File: src/rtl/pg_wrapcnt.sv
// Wrap counter with a saturating index; clr forces both to zero in the same cycle.
// Latency: idx is combinational from clr, registered otherwise.
// Backpressure: none, advances whenever en is high.
module pg_wrapcnt #(
    parameter int CNTW = 10,
    parameter int IDXW = 3,
    parameter int WRAP = 80,
    parameter int IMAX = 7
) (
    input  logic            PCK,
    input  logic            RST,
    input  logic            clr,
    input  logic            en,
    output logic [IDXW-1:0] idx
);
    localparam logic [CNTW-1:0] CLAST = CNTW'(WRAP - 1);
    localparam logic [IDXW-1:0] ILAST = IDXW'(IMAX);

    logic [CNTW-1:0] cnt_q;
    logic [CNTW-1:0] cnt;
    logic [IDXW-1:0] idx_q;

    assign cnt = clr ? '0 : cnt_q;
    assign idx = clr ? '0 : idx_q;

    always_ff @(posedge PCK) begin
        if (RST) begin
            cnt_q <= '0;
            idx_q <= '0;
        end else if (en) begin
            if (cnt == CLAST) begin
                cnt_q <= '0;
                idx_q <= (idx == ILAST) ? idx : idx + 1'b1;
            end else begin
                cnt_q <= cnt + 1'b1;
                idx_q <= idx;
            end
        end else if (clr) begin
            cnt_q <= '0;
            idx_q <= '0;
        end
    end

endmodule

File: config.mk
export PLATFORM = sky130hd
export DESIGN_NAME = pg_wrapcnt
export DESIGN_NICKNAME = d
export VERILOG_FILES = /design/src/rtl/pg_wrapcnt.sv
export SDC_FILE = /design/constraint.sdc
export NUM_CORES = 1
export LEC_CHECK = 0
export CAP_MARGIN = 20
export CELL_PAD_IN_SITES_DETAIL_PLACEMENT = 0
export CELL_PAD_IN_SITES_GLOBAL_PLACEMENT = 2
export CORE_ASPECT_RATIO = 1.25
export CORE_UTILIZATION = 29
export DETAILED_ROUTE_END_ITERATION = 10
export PLACE_DENSITY_LB_ADDON = 0.1
export SLEW_MARGIN = 20
export SYNTH_ARGS = -nofsm -noshare
export SYNTH_HDL_FRONTEND = slang
export SYNTH_SLANG_ARGS = --single-unit
export TNS_END_PERCENT = 100
File: constraint.sdc
create_clock -name PCK -period 1.7 [get_ports PCK]
set_input_delay 0.255 -clock PCK [delete_from_list [all_inputs] [get_ports PCK]]
set_output_delay 0.255 -clock PCK [all_outputs]
set_load 0.005 [all_outputs]
==> results of run 1 <==
## metal layers
| metal | track usage (%) | share of wire (%) | up-vias |
|---|---|---|---|
| met5 | 0 | 0 | - |
| met4 | 7.79 | 0.83 | 0 |
| met3 | 1.95 | 2.2 | 2 |
| met2 | 28.2 | 54 | 6 |
| met1 | 16.2 | 43 | 296 |
| li1 | - | - | 342 |
## what timing repair did
item | 4_1_cts | 5_1_grt
endpoints found under the setup margin | 14 | 4
buffers inserted | 0 | 0
resized for setup | 6 | 6
pin swaps | 0 | 1
## worst paths after layout
kind / startpoint / endpoint / cells past startpoint
worst min-delay path: clr / cnt_q[6]$_SDFF_PP0_ / 3
worst max register to register: cnt_q[8]$_SDFF_PP0_ / idx_q[0]$_SDFF_PP0_ / 4
worst min register to register: cnt_q[9]$_SDFF_PP0_ / cnt_q[9]$_SDFF_PP0_ / 2
worst max-delay path: cnt_q[8]$_SDFF_PP0_ / idx_q[0]$_SDFF_PP0_ / 4
## worst max-delay path: stages, from the launching register on
cell,delay [ns]
dfxtp_1,0.32
or4_4,0.53
or3_4,0.34
or4_4,0.48
a21oi_2,0.12
## sequential cells by signal, summed over array words and instances (netlist names)
| name | count |
|---|---|
| cnt_q | 10 |
| idx_q | 3 |
## metrics by stage
stage	setup slack, ns	power (W)	setup TNS (ns)	cells
global route	-0.200	0.000575	-0.302	144
global placement	-0.433	0.000359	-4.01	140
floorplan	-0.102	0.000331	-0.102	78
detailed placement	-0.518	0.000359	-4.78	140
CTS	-0.165	0.000560	-0.205	144
finish	-0.152	0.000547	-0.188	144
## final cells by class
| type | instances | share of cell area [%] |
|---|---|---|
| multi-input combinational | 62 | 42.3 |
| inverter | 1 | 0.361 |
| timing repair buffer | 33 | 26.0 |
| tap | 31 | 3.73 |
| sequential | 13 | 25.1 |
| clock buffer | 4 | 2.53 |
## cell usage in the layout (no fill, tap or decap), drive strengths merged, types with 2 or more instances in the layout
cell type       n
nand4           2
dfxtp          13
nor4            2
buf            27
or4             2
nand3           2
o31ai           2
clkdlybuf4s50   4
nand2b          3
clkbuf          4
nor3            9
nand3b          2
nor2b           6
xnor2           8
nand2           3
a21oi           2
ha              2
nor2            9
## power by group
group | switching, W | internal [W] | total, W
combinational | 0.0000204 | 0.0000249 | 0.0000453
clock | 0.000103 | 0.0000909 | 0.000194
sequential | 0.00000105 | 0.000307 | 0.000308
total | 0.000124 | 0.000423 | 0.000547
## logic make-up (layout without fill, tap and decap cells)
logic type	Yosys count	in the layout	share of synthesized area, %
adders and majority gates	2	2	3.73
AOI/OAI and AO/OA	6	6	5.78
DFF	13	13	38.8
buffers and inverters	3	38	1.68
and+or+nand+nor	44	44	36.8
muxes	1	1	1.49
xor gates and xnor gates	9	9	11.8
==> results.md, run 1 <==
* Status: finished, violations left
* Failing checks: setup timing
* Port Buffers at 6
* Final Hold Vio Count at 0
* Final nets at 120
* Worst slew pin tran at between 0.2 and 0.3 ns
* Hold_buf cts at 0
* CP arrival at between 2 and 2.5 ns
* Crit-path max FO at 2
* Dominant synthesized flop cell: dfxtp_1
* Worst setup margin at -0.152 ns
* Yosys reg bits at 13
* Antenna Nets Post-Route at 0
* Clock Path Buffers at 2
* CORE AREA at 2190 um2
* GRT Util Overall at 15.4%
* First-pass GRT wire length at 2820 um
* H-tree level count at 1
* Worst path required time at roughly 1.9 ns
* Startpoint Class: register
* Unrepaired setup endpoints after global routing: true
* Multi-input logic area at 439 um2
* Pwr per Cell Area at 527 nW/um2
* Area leader, netlist: dfxtp_1
* Via-per-instance ratio at 4.49
* Share of post-route cells with drive strength above 1 at 37.2%
* Minimum clock period at 1.85 ns
* Largest net degree at the start of global routing at 12
* Total wire length at 1690 um
* DR vias at 646
* Pre-antenna DRT Iters at 2
* Top-count cell post-synth: dfxtp_1
* DP Wirelength at 1350 um
* Area Overhead vs Synth at 54.9%
* R2R setup slack at -0.15 ns
* Die height at ~56 um
* Die Wd at between 40 and 50 um
* Dpl cell area at 972 um2
* Post-synth top cells: 13 x dfxtp_1, 9 x nor2_1, 9 x nor3_1, 8 x xnor2_1, 6 x nor2b_1
* Async S/R FF share, synth at 0%
* Slew Limit Headroom at 80.2%
* Post-synth top area share at 38.8%
* Site Rows at 19
* Clk root buf: clkbuf_4
* Clock sink count at 13
* Avg Cell Area, Syn at 8.60 um2
* EDFF count, synth at 0
* Fmax at 540 MHz
* Top post-synthesis cells by area: dfxtp_1 39%, xnor2_1 10%, nor3_1 6.7%, nor2b_1 5.6%, nor2_1 5.0%
* Post-synthesis cell area at between 600 and 700 um2
* Pleak at ~0.42 nW
* Final Wtd Congestion at approximately 0.69
* Setup Viol. Count Final at 2
* Syn_nets at 84
* CTS tree: yes
* I/O Pins at 7
* GRT overflow at 0
* Initial core utilization at ~31%
* Per-cell routed wire length at 11.7 um
* Die area at 2510 um2
* Worst setup EP type: register
* DRT iter0 DRCs at 6
* Fin crit share at 109%
* Max Slew Vio Count at 0
* Core Util, Final at 47.5%
* Post-route DRC at 0
* Fin area at 1040 um2
* Synth warn at 0
* Vias in the first global route at 681
* Worst Setup Path Type: register to register
* Ant. Diodes at 0
* Unique cell type count in the Yosys netlist at 26
* Max IR drop VDD at 0.320 mV
* WHS at 0.515 ns
* Max cap viols at 0
* Initial antenna violation count at 0
* Clock skew at around 0.003 ns
* Sequential cell area at between 200 and 300 um2
* CTS Buf Count at 3
* Mapped Cells at 78
* Worst-path clk slew at 0.08 ns
* Worst Hold Class: input port to register
* Fillcell total at 231
* Clock latency on the worst-skew pair at roughly 0.27 ns
* Register area share after synthesis at 38.8%
Power figures use the tool's default switching activity.
==> run 2: changes to the inputs <==
--- a/config.mk
+++ b/config.mk
@@ -11,7 +11,7 @@
 export CORE_ASPECT_RATIO = 1.25
 export CORE_UTILIZATION = 29
 export DETAILED_ROUTE_END_ITERATION = 10
-export PLACE_DENSITY_LB_ADDON = 0.1
+export PLACE_DENSITY_LB_ADDON = 0.08
 export SLEW_MARGIN = 20
 export SYNTH_ARGS = -nofsm -noshare
 export SYNTH_HDL_FRONTEND = slang
==> run 2 against run 1 <==
The flow still finishes with violations (setup timing); maximum frequency up 0.28%; non-clock buffer count down 2; die area unchanged; clock skew up 0.0087 ns; first-iteration DRC count down 17%; total power up 0.65%; largest cell class unchanged.
==> results.md, run 2 (synthesized netlist as in run 1, its figures left out) <==
* Status: finished, violations left
* Failing checks: setup timing
* Worst setup margin at -0.147 ns
* Clock skew at 0.0117 ns
* P_int at 0.000424 W
* H-tree level count at 1
* Slew Limit Headroom at roughly 77%
* Worst Setup Path Type: register to register
* CP arrival at 2.07 ns
* Max IR drop VDD at 0.244 mV
* Clk root buf: clkbuf_4
* Die Wd at 45.0 um
* DR vias at 653
* Setup Viol. Count Final at 2
* Unrepaired setup endpoints after global routing: true
* Post-placement setup slack at -0.478 ns
* CTS tree: yes
* Pre-antenna DRT Iters at 3
* Sequential cell area at ~260 um2
* GRT overflow at 0
* Switch share at 23.0%
* Pwr per Cell Area at 533 nW/um2
* Ant. Diodes at 0
* NetSw at 0.000126 W
* Multi-input logic area at approximately 430 um2
* Total wire length at 1710 um
* Final nets at ~120
* Die area at 2510 um2
* Fillcell total at 229
* Initial antenna violation count at 0
* CORE AREA at about 2200 um2
* Combinational cell fraction of total power at 8.5%
* Antenna Nets Post-Route at 0
* Seq pwr share at 55.9%
* CTS Buf Count at 3
* Final Wtd Congestion at 0.818
* Vias in the first global route at 680
* Clock share of power at 35.6%
* Max cap viols at 0
* CP peak stage delay at 0.53 ns
* Worst slew pin tran at approximately 0.34 ns
* Clock sink count at 13
* Worst setup EP type: register
* Worst-path clk slew at 0.09 ns
* Worst Hold Class: register to register
* Most frequent cells in the layout: 23 x buf_4, 12 x dfxtp_1, 9 x nor2_1, 8 x nor3_1, 8 x xnor2_1
* Fin crit share at 109%
* Fmax at 541 MHz
* Total negative setup slack at -0.184 ns
* Max Slew Vio Count at 0
* Die height at about 56 um
* Max FFs per register at 10
* Minimum clock period at 1.85 ns
* Pleak at 0.401 nW
* DRT iter0 DRCs at 5
* First-pass GRT wire length at 3000 um
* Worst path slowest cell: or4_4
* Port Buffers at 6
* Worst path required time at 1.92 ns
* Most flops, register: cnt_q
* Initial core utilization at a little under a third
* Largest net degree at the start of global routing at 10
* Post-route DRC at 0
* Reg2Reg Depth at 4
* Clock Path Buffers at 2
* DP Wirelength at 1340 um
* Clock latency on the worst-skew pair at 0.28 ns
* Share of post-route cells with drive strength above 1 at 35.1%
* Hold_buf cts at 0
* Site Rows at 19
* Hold path cells at 2
* Startpoint Class: register
* I/O Pins at 7
* Crit-path max FO at 2
* Final Hold Vio Count at 0
* Most common cell after layout, fill and taps aside: buf_4
* GRT Util Overall at 16.6%
* Biggest registers after layout: cnt_q: 10 flops, idx_q: 3 flops
* Per-cell routed wire length at 12.0 um
* Worst path cell trace: or4_4, or3_4, or4_1, a21oi_1
* Via-per-instance ratio at between 4 and 5
* Area Overhead vs Synth at 53.9%
-- run 2: cell count changes in the layout (fill, tap and decap cells not counted), sizes merged --
cell,before,now
buf,27,25
-- run 2: final cells by class --
class                      count  share of cell area (%)
tap                           31                    3.76
sequential                    13                    25.3
timing repair buffer          31                    25.9
inverter                       1                   0.364
clock buffer                   4                    2.55
multi-input combinational     62                    42.1
-- run 2: timing repair --
action                                  CTS  global route
setup buffers                             0             0
endpoints found under the setup margin   14             5
gates resized for setup                   7             4
pin swaps                                 0             1
-- run 2: final timing paths --
| check | startpoint | to | slack, ns |
|---|---|---|---|
| max reg2reg | cnt_q[8]$_SDFF_PP0_ | idx_q[0]$_SDFF_PP0_ | -0.15 |
| max | cnt_q[8]$_SDFF_PP0_ | idx_q[0]$_SDFF_PP0_ | -0.15 |
| min | cnt_q[9]$_SDFF_PP0_ | cnt_q[9]$_SDFF_PP0_ | 0.57 |
| min reg2reg | cnt_q[9]$_SDFF_PP0_ | cnt_q[9]$_SDFF_PP0_ | 0.57 |
-- run 2: power by group through the flow --
| stage | clock network [W] | registers, W | logic (W) |
|---|---|---|---|
| after floorplan | 0 | 0.000315 | 0.0000158 |
| after global placement | 0 | 0.000315 | 0.0000459 |
| after detailed placement | 0 | 0.000315 | 0.0000461 |
| after CTS | 0.000204 | 0.000308 | 0.0000472 |
| after global routing | 0.000220 | 0.000308 | 0.0000507 |
| final | 0.000196 | 0.000308 | 0.0000467 |
-- run 2: critical path, delay by kind of cell (launching register included) --
| kind | cells | cell delay, ns |
|---|---|---|
| AND/OR/NAND/NOR | 3 | 1.33 |
| flip-flops | 1 | 0.33 |
| AO/OA/AOI/OAI | 1 | 0.12 |
-- run 2: per-stage QoR --
step	total power, W	instance area, um2	hold slack, ns	utilization [%]	cells
final	0.000551	1030	0.567	47.2	142
after global routing	0.000579	1030	0.604	47.2	142
after CTS	0.000559	1010	0.571	46.2	142
after detailed placement	0.000361	970	0.556	44.3	138
after global placement	0.000361	970	0.552	44.3	138
after floorplan	0.000331	679	0.324	-	78
-- run 2: per-layer routing --
| layer | vias up | global-route usage [%] | part of all wire (%) |
|---|---|---|---|
| met3 | 4 | 4.87 | 3.5 |
| li1 | 335 | - | - |
| met4 | 0 | 7.36 | 1.8 |
| met1 | 305 | 18.9 | 45 |
| met5 | - | 0 | 0 |
| met2 | 9 | 27.5 | 50 |
